===== src/rtl/poly_arith_pkg.sv =====
// Shared coefficient types and constants for modular polynomial arithmetic
// over Z_Q with Q = 3329.
package poly_arith_pkg;

    localparam int unsigned COEFF_W = 12;
    localparam int unsigned RAW_W   = COEFF_W + 1;

    typedef logic [COEFF_W-1:0] coeff_t;
    typedef logic [RAW_W-1:0]   raw_t;

    localparam coeff_t Q = 12'd3329;

    // Add results are read as unsigned (up to 2*Q-2) while subtract results
    // are read as two's complement, so 13 bits cover both.
    function automatic raw_t raw_op(input coeff_t a, input coeff_t b, input logic sub);
        raw_t a_ext;
        raw_t b_ext;
        a_ext = {1'b0, a};
        b_ext = {1'b0, b};
        return sub ? (a_ext - b_ext) : (a_ext + b_ext);
    endfunction

    function automatic logic out_of_range(input coeff_t a);
        return a >= Q;
    endfunction

endpackage


===== src/rtl/mod_addsub_lane.sv =====
// Single-lane conditional correction that folds a raw add/subtract result
// back into [0, Q-1].
module mod_addsub_lane
    import poly_arith_pkg::*;
(
    input  raw_t   raw,
    input  logic   sub,
    output coeff_t res
);

    raw_t q_ext;
    raw_t corr;

    assign q_ext = {1'b0, Q};

    always_comb begin
        corr = raw;
        if (sub) begin
            if (raw[RAW_W-1]) begin
                corr = raw + q_ext;
            end
        end else if (raw >= q_ext) begin
            corr = raw - q_ext;
        end
    end

    assign res = corr[COEFF_W-1:0];

endmodule


===== src/rtl/mod_addsub_vec.sv =====
// LANES-wide modular add/subtract with a two-stage valid/ready pipeline:
// S1 holds raw sums/differences, S2 holds the reduced results.
module mod_addsub_vec
    import poly_arith_pkg::*;
#(
    parameter int LANES   = 4,
    parameter bit SAT_ERR = 1'b1
) (
    input  logic                 clk,
    input  logic                 rst,
    input  coeff_t [LANES-1:0]   op1_i,
    input  coeff_t [LANES-1:0]   op2_i,
    input  logic                 mode_i,
    input  logic                 valid_i,
    output logic                 ready_o,
    output coeff_t [LANES-1:0]   result_o,
    output logic                 valid_o,
    input  logic                 ready_i,
    output logic                 err_o
);

    logic               en1;
    logic               en2;
    logic               s1_valid_reg;
    logic               s1_mode_reg;
    raw_t [LANES-1:0]   s1_raw_reg;
    raw_t [LANES-1:0]   raw_next;
    coeff_t [LANES-1:0] corr_next;
    coeff_t [LANES-1:0] result_reg;
    logic               valid_reg;
    logic               err_reg;
    logic               err_next;
    logic [LANES-1:0]   oor_lane;

    // Invalid stages always accept, so bubbles collapse.
    assign en2     = !valid_reg || ready_i;
    assign en1     = !s1_valid_reg || en2;
    assign ready_o = en1;

    genvar gi;
    generate
        for (gi = 0; gi < LANES; gi++) begin : g_lane
            assign raw_next[gi] = raw_op(op1_i[gi], op2_i[gi], mode_i);
            assign oor_lane[gi] = out_of_range(op1_i[gi]) || out_of_range(op2_i[gi]);

            mod_addsub_lane u_lane (
                .raw (s1_raw_reg[gi]),
                .sub (s1_mode_reg),
                .res (corr_next[gi])
            );
        end
    endgenerate

    // Sticky mode keeps the flag until reset; pulse mode reflects only the
    // beat accepted on the previous edge.
    assign err_next = (valid_i && en1 && (|oor_lane)) || (SAT_ERR && err_reg);

    always_ff @(posedge clk or posedge rst) begin
        if (rst) begin
            s1_valid_reg <= 1'b0;
            s1_mode_reg  <= 1'b0;
            s1_raw_reg   <= '0;
            valid_reg    <= 1'b0;
            result_reg   <= '0;
            err_reg      <= 1'b0;
        end else begin
            if (en1) begin
                s1_valid_reg <= valid_i;
                s1_mode_reg  <= mode_i;
                s1_raw_reg   <= raw_next;
            end
            if (en2) begin
                valid_reg  <= s1_valid_reg;
                result_reg <= corr_next;
            end
            err_reg <= err_next;
        end
    end

    assign result_o = result_reg;
    assign valid_o  = valid_reg;
    assign err_o    = err_reg;

endmodule


===== config.mk =====
export PLATFORM = sky130hd
export DESIGN_NAME = mod_addsub_vec
export DESIGN_NICKNAME = d
export VERILOG_FILES = /design/src/rtl/poly_arith_pkg.sv /design/src/rtl/mod_addsub_lane.sv /design/src/rtl/mod_addsub_vec.sv
export SDC_FILE = /design/constraint.sdc
export NUM_CORES = 1
export LEC_CHECK = 0
export BUFFER_PORTS_ARGS = -buffer_cell sky130_fd_sc_hd__buf_2
export CORE_MARGIN = 5
export CORE_UTILIZATION = 45
export CTS_BUF_LIST = sky130_fd_sc_hd__clkbuf_4 sky130_fd_sc_hd__clkbuf_8 sky130_fd_sc_hd__clkbuf_16
export CTS_CLUSTER_SIZE = 8
export DETAILED_ROUTE_END_ITERATION = 8
export PLACE_DENSITY = 0.66
export SYNTH_ARGS = -nofsm -noshare
export SYNTH_HDL_FRONTEND = slang
export SYNTH_SLANG_ARGS = --single-unit

===== constraint.sdc =====
create_clock -name clk -period 7.3 [get_ports clk]
set_input_delay 1.095 -clock clk [delete_from_list [all_inputs] [get_ports clk]]
set_output_delay 1.095 -clock clk [all_outputs]
set_load 0.02 [all_outputs]

==> reports/metrics.cfg <==
[layout]
syn2layout_area_growth_pct = 14.1
insertedDiodeCount = 0
stdcell_count = 1504
nFillCells = 1950
layout_common_cells = buf_2, nor2_1, nand2_1
fin_util = 0.525
drive_gt1_frac = 0.150
largest_reg_flops = 52
nets = 1411
final_common_cell = buf_2

[sta]
min_period_ns = 3.87
fmax_mhz = 258
period_share = 0.530
maxSlewHeadroom = 0.434
final-hold-violation-count = 0
whs_ns = 0.470
slew_viol_final = 0
tightest_slew_ns = 0.849
grt_setup_unrepaired = false
tns_ns = 0
setup_viol = 0
fin_skew_ns = 0.00794

[cts]
cts_resized = 0
ctsRootBufferMaster = clkbuf_16
cts_tree = yes
postCtsSetupBuffers = 0
cts.clk_slew.worst_paths_ns = 0.06
cts_buffers = 9
cts.path.max_buffers = 2
clock_sinks = 104
postCtsHoldBufs = 0
clk_latency_ns = 0.34
cts_max_level = 3

[die]
io_pins = 152
num_rows = 51
fp.dieH_um = 152
core_sq_um = 19600
initial_utilization = 0.460
die_w_um = 152
die-area_sq_um = 23000

[grt]
antenna_found_initial = 0
grtUsageTotal = 0.203
grt_remaining_overflow = 0
grt_max_degree = 88
grt_pass1_vias = 7672
grt_pass1_wl_um = 38900

[yosys]
ys_types = 69
synth_top_area_share = 0.289
ys_warn_count = 0
synth_edf_count = 0
synth-async-reset-ratio = 1.00
ys_seq_area_frac = 0.289
synth_area_leaders = dfrtp_1, ha_1, xnor2_1
synth_cells = 1119
synth_area_sq_um = 9010
synth_top_cell_by_area = dfrtp_1
synth_nets = 1296
ys_ff_latch = 104
synth_top_flop_cell = dfrtp_1
avgSynthCellArea_sq_um = 8.05

[setup_path]
worst_setup_path_start_kind = input pin
cp_data_arrival_time_ns = 2.78
cp.required_ns = 6.20
end_kind = output port
critical_path_class = in -> out
ff2ff_path_depth = 10
cp_max_fo = 87

[worst_hold_path]
whs_path_depth = 2
hold_path_class = reg -> reg

[place]
placed_cells = 1488
place_hpwl_um = 18300
gp_congestion = 0.892
port-buffer-count = 151

[detailed_routing]
drt_iter0_drc = 799
viasPerCell = 5.60
vias = 8426
remaining_drc_errors = 0
firstDrtPassIters = 5
wire_per_inst_um = 15.3
ant_nets = 0
routed_wl_um = 23100

[power]
irDropWorstVdd_uv = 106
p_leak_nw = 4.43
powerDensity_nw_per_um2 = 271

[run]
maxCapViolations = 0

[run_status]
status = complete, no violations

[per-layer routing]
layer,vias up,global-route usage,part of all wire
li1,4306,-,-
met1,3835,0.348,0.55
met2,265,0.267,0.38
met3,20,0.0247,0.057
met4,0,0.0395,0.011
met5,-,0,0
[per-stage QoR]
stage | cell area (sq um) | power (mW) | setup WS, ns
floorplan | 9010 | 1.85 | 3.47
global placement | 9940 | 2.21 | 3.33
detailed placement | 9940 | 2.24 | 3.29
CTS | 10300 | 2.79 | 3.43
global route | 10300 | 3.01 | 3.26
finish | 10300 | 2.78 | 3.43
[power breakdown]
| part | internal, mW | switching [mW] |
|---|---|---|
| logic | 0.497 | 0.723 |
| registers | 0.770 | 0.242 |
| clock network | 0.336 | 0.214 |
[area by class of cell]
cell class / instances / area (sq um) / area share
clock buffers: 9 / 225 / 0.0219
clock inverters: 7 / 119 / 0.0116
multi-input cells: 920 / 6040 / 0.588
inverters: 43 / 164 / 0.0159
repair buffers: 156 / 793 / 0.0772
flip-flops and latches: 104 / 2600 / 0.253
well taps: 265 / 332 / 0.0323
[kinds of logic after synthesis]
| group | count (synthesis) | synth area share |
|---|---|---|
| fa+ha+maj | 76 | 0.109 |
| xor+xnor | 113 | 0.110 |
| simple gates | 370 | 0.197 |
| mux | 6 | 0.00666 |
| compound gates | 355 | 0.248 |
| buf+inv | 95 | 0.0414 |
| flops | 104 | 0.289 |
[cells in the mapped netlist (9+ instances only)]
| master | instances |
|---|---|
| nor2_1 | 116 |
| nand2_1 | 111 |
| dfrtp_1 | 104 |
| a21oi_1 | 99 |
| o21ai_0 | 96 |
| xnor2_1 | 84 |
| ha_1 | 72 |
| inv_1 | 41 |
| clkbuf_1 | 39 |
| xor2_1 | 29 |
| nor3_1 | 27 |
| nand3_1 | 19 |
| a21o_1 | 17 |
| a211oi_1 | 16 |
| a31oi_1 | 16 |
| nor4_1 | 16 |
| o31ai_1 | 16 |
| o21a_1 | 15 |
| nand4_1 | 13 |
| and3_1 | 12 |
| and4_1 | 9 |
[worst paths after layout]
kind | start | to | slack, ns
max | ready_i | ready_o | 3.43
min | result_o[26]$_DFFE_PP0P_ | result_o[26]$_DFFE_PP0P_ | 0.47
max in group asynchronous | rst | s1_raw_reg[1]$_DFFE_PP0N_ | 5.34
max reg2reg | valid_o$_DFFE_PP0P_ | s1_raw_reg[9]$_DFFE_PP0N_ | 4.42
min in group asynchronous | rst | result_o[12]$_DFFE_PP0P_ | 0.87
min reg2reg | result_o[26]$_DFFE_PP0P_ | result_o[26]$_DFFE_PP0P_ | 0.47
[critical path, cell delays in order]
cell and delay [ns]:
buf_2 0.12, nor2b_4 0.09, buf_4 0.55, and2_1 0.22, buf_4 0.40, inv_2 0.06
buf_2 0.17
No activity file was read; power rests on OpenSTA's default activity.
